`config.mk`:
```
export PLATFORM = sky130hd
export DESIGN_NAME = imem_loader
export DESIGN_NICKNAME = d
export VERILOG_FILES = /design/src/rtl/imem_loader.sv
export SDC_FILE = /design/constraint.sdc
export NUM_CORES = 1
export LEC_CHECK = 0
export BUFFER_PORTS_ARGS = -buffer_cell sky130_fd_sc_hd__buf_2
export CAP_MARGIN = 20
export CORE_UTILIZATION = 50
export CTS_BUF_LIST = sky130_fd_sc_hd__clkbuf_8 sky130_fd_sc_hd__clkbuf_16
export CTS_CLUSTER_DIAMETER = 200
export DETAILED_ROUTE_END_ITERATION = 6
export GPL_ROUTABILITY_DRIVEN = 0
export PLACE_DENSITY = 0.77
export SETUP_SLACK_MARGIN = 0.5
export SYNTH_ARGS = -nofsm -noshare
export SYNTH_HDL_FRONTEND = slang
export SYNTH_SLANG_ARGS = --single-unit
```
`constraint.sdc`:
```
create_clock -name clock -period 2.7 [get_ports clock]
set_input_delay 0.54 -clock clock [delete_from_list [all_inputs] [get_ports clock]]
set_output_delay 0.54 -clock clock [all_outputs]
set_load 0.02 [all_outputs]
```
`src/rtl/imem_loader.sv`:
```
// Boot-time loader: assembles little-endian 32-bit words from a byte stream,
// writes them to instruction memory and releases the CPU once the XOR checksum matches.
module imem_loader #(
  parameter int ADDR_WIDTH = 10
) (
  input  logic                  clock,
  input  logic                  reset,
  input  logic                  rx_valid,
  input  logic [7:0]            rx_data,
  output logic                  rx_ready,
  output logic                  imem_we,
  output logic [ADDR_WIDTH-1:0] imem_addr,
  output logic [31:0]           imem_wdata,
  output logic                  cpu_run,
  output logic                  load_error,
  output logic [15:0]           words_loaded
);

  typedef enum logic [2:0] {
    S_HDR0,
    S_HDR1,
    S_LOAD,
    S_CHECK,
    S_DONE,
    S_ERROR
  } state_t;

  // 17 bits so that a full 2^16-word memory still compares correctly
  localparam logic [16:0] CAPACITY = 17'd1 << ADDR_WIDTH;

  state_t      state;
  state_t      state_nxt;
  logic [15:0] n_words;
  logic [7:0]  csum;
  logic [1:0]  byte_cnt;
  logic [23:0] word_p0;
  logic        accept;
  logic [15:0] n_hdr;
  logic        word_done;

  function automatic logic oversize(input logic [15:0] n);
    return {1'b0, n} > CAPACITY;
  endfunction

  assign rx_ready   = (state != S_DONE) && (state != S_ERROR);
  assign cpu_run    = (state == S_DONE);
  assign load_error = (state == S_ERROR);

  always_comb begin
    accept    = rx_valid && rx_ready;
    n_hdr     = {rx_data, n_words[7:0]};
    word_done = accept && (state == S_LOAD) && (byte_cnt == 2'd3);
    state_nxt = state;
    case (state)
      S_HDR0: if (accept) state_nxt = S_HDR1;
      S_HDR1: begin
        if (accept) begin
          if (oversize(n_hdr))        state_nxt = S_ERROR;
          else if (n_hdr == 16'd0)    state_nxt = S_CHECK;
          else                        state_nxt = S_LOAD;
        end
      end
      S_LOAD: begin
        if (word_done && (words_loaded + 16'd1 == n_words)) state_nxt = S_CHECK;
      end
      S_CHECK: begin
        if (accept) state_nxt = (rx_data == csum) ? S_DONE : S_ERROR;
      end
      default: state_nxt = state;
    endcase
  end

  always_ff @(posedge clock or negedge reset) begin
    if (!reset) state <= S_HDR0;
    else        state <= state_nxt;
  end

  // Byte intake: header capture, checksum, word assembly and the registered write port
  always_ff @(posedge clock or negedge reset) begin
    if (!reset) begin
      n_words      <= '0;
      csum         <= '0;
      byte_cnt     <= '0;
      word_p0      <= '0;
      imem_we      <= 1'b0;
      imem_addr    <= '0;
      imem_wdata   <= '0;
      words_loaded <= '0;
    end else begin
      imem_we <= 1'b0;
      if (accept) begin
        case (state)
          S_HDR0: begin
            n_words[7:0] <= rx_data;
            csum         <= csum ^ rx_data;
          end
          S_HDR1: begin
            n_words[15:8] <= rx_data;
            csum          <= csum ^ rx_data;
          end
          S_LOAD: begin
            csum     <= csum ^ rx_data;
            byte_cnt <= byte_cnt + 2'd1;
            if (byte_cnt == 2'd3) begin
              imem_we      <= 1'b1;
              imem_addr    <= words_loaded[ADDR_WIDTH-1:0];
              imem_wdata   <= {rx_data, word_p0};
              words_loaded <= words_loaded + 16'd1;
            end else begin
              // earlier bytes slide down so the first byte ends up in bits 7:0
              word_p0 <= {rx_data, word_p0[23:8]};
            end
          end
          default: ;
        endcase
      end
    end
  end

endmodule

```
## Yosys cells after proc, flatten, opt, wreduce, memory -nomap -nowiden

Cells that the tools add are included.

| word-level totals | value |
|---|---|
| output and inout bits | 62 |
| flip-flop bits (word level) | 112 |

| cells by class | value |
|---|---|
| add/sub/neg operators | 2 |
| reduce and logical (&&, ||, !) cells | 16 |
| magnitude comparators | 1 |
| bitwise logic cells | 2 |
| muxes and demuxes | 11 |
| equal/unequal tests | 14 |

Operators with widths:

| cell | number |
|---|---|
| $add A16 B1 Y16 const B | 1 |
| $eq A16 B16 Y1 | 1 |
| $gt A16 B11 Y1 const B | 1 |
| $logic_not A16 Y1 | 1 |
| $mux W3 | 5 |
| $pmux W3 S4 | 1 |
| $eq A8 B8 Y1 | 1 |
| $reduce_and A2 Y1 | 4 |
| $xor A8 B8 Y8 | 1 |
| $eq A3 B2 Y1 const B | 2 |
| $eq A3 B3 Y1 const B | 2 |
| $ne A2 B2 Y1 const B | 3 |
| $ne A3 B3 Y1 const B | 2 |
| $reduce_and A3 Y1 | 2 |
| $logic_and A1 B1 Y1 | 5 |
| $mux W1 | 5 |
| $reduce_and A5 Y1 | 1 |
| $reduce_bool A4 Y1 | 1 |
| $eq A3 B1 Y1 const B | 1 |
| $logic_not A3 Y1 | 1 |
| $reduce_or A3 Y1 | 1 |
| $add A2 B1 Y2 const B | 1 |
| $eq A2 B2 Y1 const B | 1 |
| $ne A2 B1 Y1 const B | 1 |
| $not A1 Y1 | 1 |

## Logic depth before layout (Yosys ltp)

| logic depth | value |
|---|---|
| depth in word-level cells | 8 |
| mapped depth | 9 |
| mapped depth without buffers | 7 |

## Worst setup path before layout

No wires, ideal clock.

| path | value |
|---|---|
| path kind | register -> register |
| start | register words_loaded[0] |
| end | register state[0] |
| buffers on the path | 0 |
| required time | 2.596 ns |
| stages on the path, launching flop included | 8 |
| library setup time | 0.104 ns |
| data arrival time | 1.916 ns |
| setup slack | 0.680 ns |
| path through | dfrtp_1 -> ha_1 -> nand3_2 -> nor2_2 -> a21oi_1 -> nor3_2 -> o211ai_1 -> o41ai_2 |

| between the ends | value |
|---|---|
| longest elaborated chain between the ends | 5 |

RTL lines:

| element | RTL line | RTL |
|---|---|---|
| start: declaration | 16 | `output logic [15:0] words_loaded` |
| start signal: assignment | 108 | `words_loaded <= words_loaded + 16'd1;` |
| $add A16 B1 Y16 | 64 | `if (word_done && (words_loaded + 16'd1 == n_words)) state_nxt = S_CHECK;` |
| $eq A16 B16 Y1 | 64 |  |
| $logic_and A1 B1 Y1 | 64 |  |
| $ne A2 B1 Y1 (no source line) | n/a |  |
| $reduce_and A5 Y1 (no source line) | n/a |  |
| end signal: assignment | 75 | `else state <= state_nxt;` |
| end: declaration | 31 | `state_t state;` |

No other way between the ends.
A chain may end at the register's enable or synchronous reset.

## Worst setup path after layout

| path | value |
|---|---|
| start | register words_loaded[1] |
| end | register state[0] |

Same word-level chain as after synthesis.

==> impl_metrics.tcl <==
set metrics [dict create \
    synth.distinct_cells 48 \
    arrival_ns 2.35 \
    synthCells 477 \
    rsz0062_at_grt "no" \
    grt_pass1_vias 3453 \
    wl_met1_microns 4900 \
    finClkSkew_ns 0.0141 \
    p_int_mw 3.02 \
    layout_commonest_cell "nand2_1" \
    postCtsSetupRepairBufs 0 \
    critPathMaxStageDelay_ns 0.50 \
    layout.nets 552 \
    insertion_delay_ns 0.39 \
    dieArea_sq_um 10500 \
    hp-class "in -> async" \
    worst_slew_pin_slew_ns 0.710 \
    ys_seq_elements 112 \
    clk_pin_slew_ns 0.12 \
    fin_crit_ns 2.06 \
    area_delta_synth_final_pct 13.9 \
    synth_nets 490 \
    final_layout_size_suffix_gt1_share_pct 28.1 \
    mostFrequentLayoutCells "nand2_1, dfrtp_1, buf_2" \
    port-buffer-count 72 \
    antenna_found_initial 0 \
    drv_slew 0 \
    drt_iter0_drc 123 \
    start_kind "flop" \
    drt-pass1-iter-count 4 \
    p_comb_share_pct 23.3 \
    r2r_start "words_loaded[1]" \
    max_cap_violations 0 \
    core_sq_um 9770 \
    worst-setup-path-type "reg -> reg" \
    grt_use_total_pct 21.4 \
    gr-total-overflow 0 \
    r2r_slack_ns 0.64 \
    die-width_microns 103 \
    finalWirelength_microns 10300 \
    power.switching_mw 1.54 \
    die_h_microns 103 \
    min_period_over_period_pct 76.4 \
    grt_pass1_wl_microns 17100 \
    syn_avg_cell_area_sq_um 10.6 \
    synth_top_flop_cell "dfrtp_1" \
    drc 0 \
    instances_no_fill 677 \
    reg2reg_to "state[0]" \
    grt_max_degree 113 \
    avgViaCountPerCell 5.27 \
    wl_met3_microns 380 \
    clock_path_buffers 2 \
    routedWlPerCell_microns 15.3 \
    r2r_cells 7 \
    clkPwrFrac_pct 22.7 \
    p_leak_nw 2.92 \
    clock_sinks 112 \
    worst_ep_required_time_ns 2.99 \
    pwr-share-seq_pct 54.0 \
    postCtsHoldBufs 0 \
    outcome "finished clean" \
    ant_nets 0 \
    hpwlAfterDp_microns 6850 \
    max_slew_margin_pct 52.5 \
    fmax_mhz 485 \
    setup_tns_ns 0 \
    io_pins 73 \
    fin_hold_ws_ns 0.171 \
    h-tree-depth 3 \
    root_buffer "clkbuf_8" \
    vias 3566 \
    critical_path_peak_fanout 9 \
    cellPowerDensity_nw_per_um2 793 \
    critical_path.slowest_cell "dfrtp_1" \
    rows 36 \
    ys_seq_area_share_pct 55.5 \
    yosys_warnings 0 \
    dr_wl_met2_microns 4780 \
    num_antenna_cells 0 \
    syn-cell-area_sq_um 5050 \
    initial_utilization_pct 51.7 \
    dp_cells 660 \
    numCtsBuffers 9 \
    switching_share_pct 33.8 \
    synth-edff-count 0 \
    async_flop_share_pct 100 \
    cts_tree "yes" \
    path_cells "ha_1 > nand3_4 > nor2_4 > a41oi_1 > o2bb2ai_1 > nand4b_1 > o41ai_2" \
    routed.top_layer "met4" \
    hold_viol 0 \
    vdd_drop_max_uv 424 \
    worst_setup_path_end_kind "flop" \
    setup_viol 0 \
]
power by group through the flow:
stage | logic, mW | registers (mW) | clock network (mW)
after global routing | 1.17 | 2.53 | 1.12
after CTS | 1.07 | 2.46 | 1.05
final | 1.06 | 2.46 | 1.03
after global placement | 1.02 | 2.47 | 0
after floorplan | 0.811 | 2.41 | 0
after detailed placement | 1.05 | 2.49 | 0
synthesized netlist by cell type (all sizes together), types with 2 or more instances:
cell type / number / area share [%]
nand2: 152 / 11
dfrtp: 112 / 55
mux2: 41 / 9.1
xnor2: 37 / 6.4
nor2: 20 / 1.5
buf: 17 / 1.8
xor2: 17 / 2.9
nand3: 12 / 1.5
clkbuf: 9 / 0.72
nor3: 7 / 1.2
a21oi: 5 / 0.50
nand4: 5 / 0.74
nor4: 4 / 0.62
o211ai: 4 / 0.59
and3: 3 / 0.47
inv: 3 / 0.22
o21ai: 3 / 0.30
a31oi: 2 / 0.25
and4: 2 / 0.35
ha: 2 / 0.50
nand2b: 2 / 0.25
nor2b: 2 / 0.25
o41ai: 2 / 0.64
cell families (layout without fill, tap and decap cells):
logic type,count (synthesis),count (layout),synth area share (%)
simple gates,212,213,18.7
compound gates,26,26,3.84
fa+ha+maj,2,2,0.495
xor+xnor,54,54,9.36
mux,42,42,9.34
buf+inv,29,95,2.77
flops,112,112,55.5
layer usage:
metal  track usage [%]  vias to the layer above
li1                  -                     1696
met5                 0                        -
met2              32.3                       87
met4              10.5                        0
met1              30.3                     1755
met3              3.39                       28
area by class of cell:
class,instances,area (sq um)
flip-flops and latches,112,2810
repair buffers,76,418
inverters,3,11.3
clock inverters,7,76.3
well taps,133,166
clock buffers,9,124
multi-input cells,337,2150
fillers,815,4020
flip-flops by register name, summed over array words and instances, names as in the netlist:
signal	flops
words_loaded	16
word_p0	24
n_words	16
imem_wdata	32
byte_cnt	2
imem_addr	10
imem_we	1
state	3
csum	8
through the flow:
step	power (mW)	setup WS (ns)	utilization, %	cell area, sq um
3_3_place_gp	3.49	0.509	56.4	5510
6_report	4.56	0.637	58.9	5750
2_1_floorplan	3.22	0.680	-	5050
4_1_cts	4.57	0.510	58.5	5720
3_5_place_dp	3.54	0.472	56.4	5510
5_1_grt	4.81	0.505	58.9	5750
how the worst max path moves through the flow:
stage                          startpoint              end
after global placement    words_loaded[0]         state[0]
after detailed placement         rx_valid         state[0]
final                     words_loaded[1]         state[0]
after global routing             state[2]  words_loaded[2]
after CTS                        state[2]         state[0]
after floorplan           words_loaded[0]         state[0]
critical path, delay by kind of cell, from the launching register on:
| kind | cells | cell delay (ns) |
|---|---|---|
| adders and majority gates | 1 | 0.31 |
| DFF | 1 | 0.50 |
| and+or+nand+nor | 3 | 0.57 |
| AOI/OAI and AO/OA | 3 | 0.59 |
timing repair:
item | CTS | global route
setup endpoints to repair | 1 | 11
pin swaps | 0 | 1
gates cloned | 0 | 1
gates resized for setup | 2 | 7
Power figures use the tool's default switching activity.
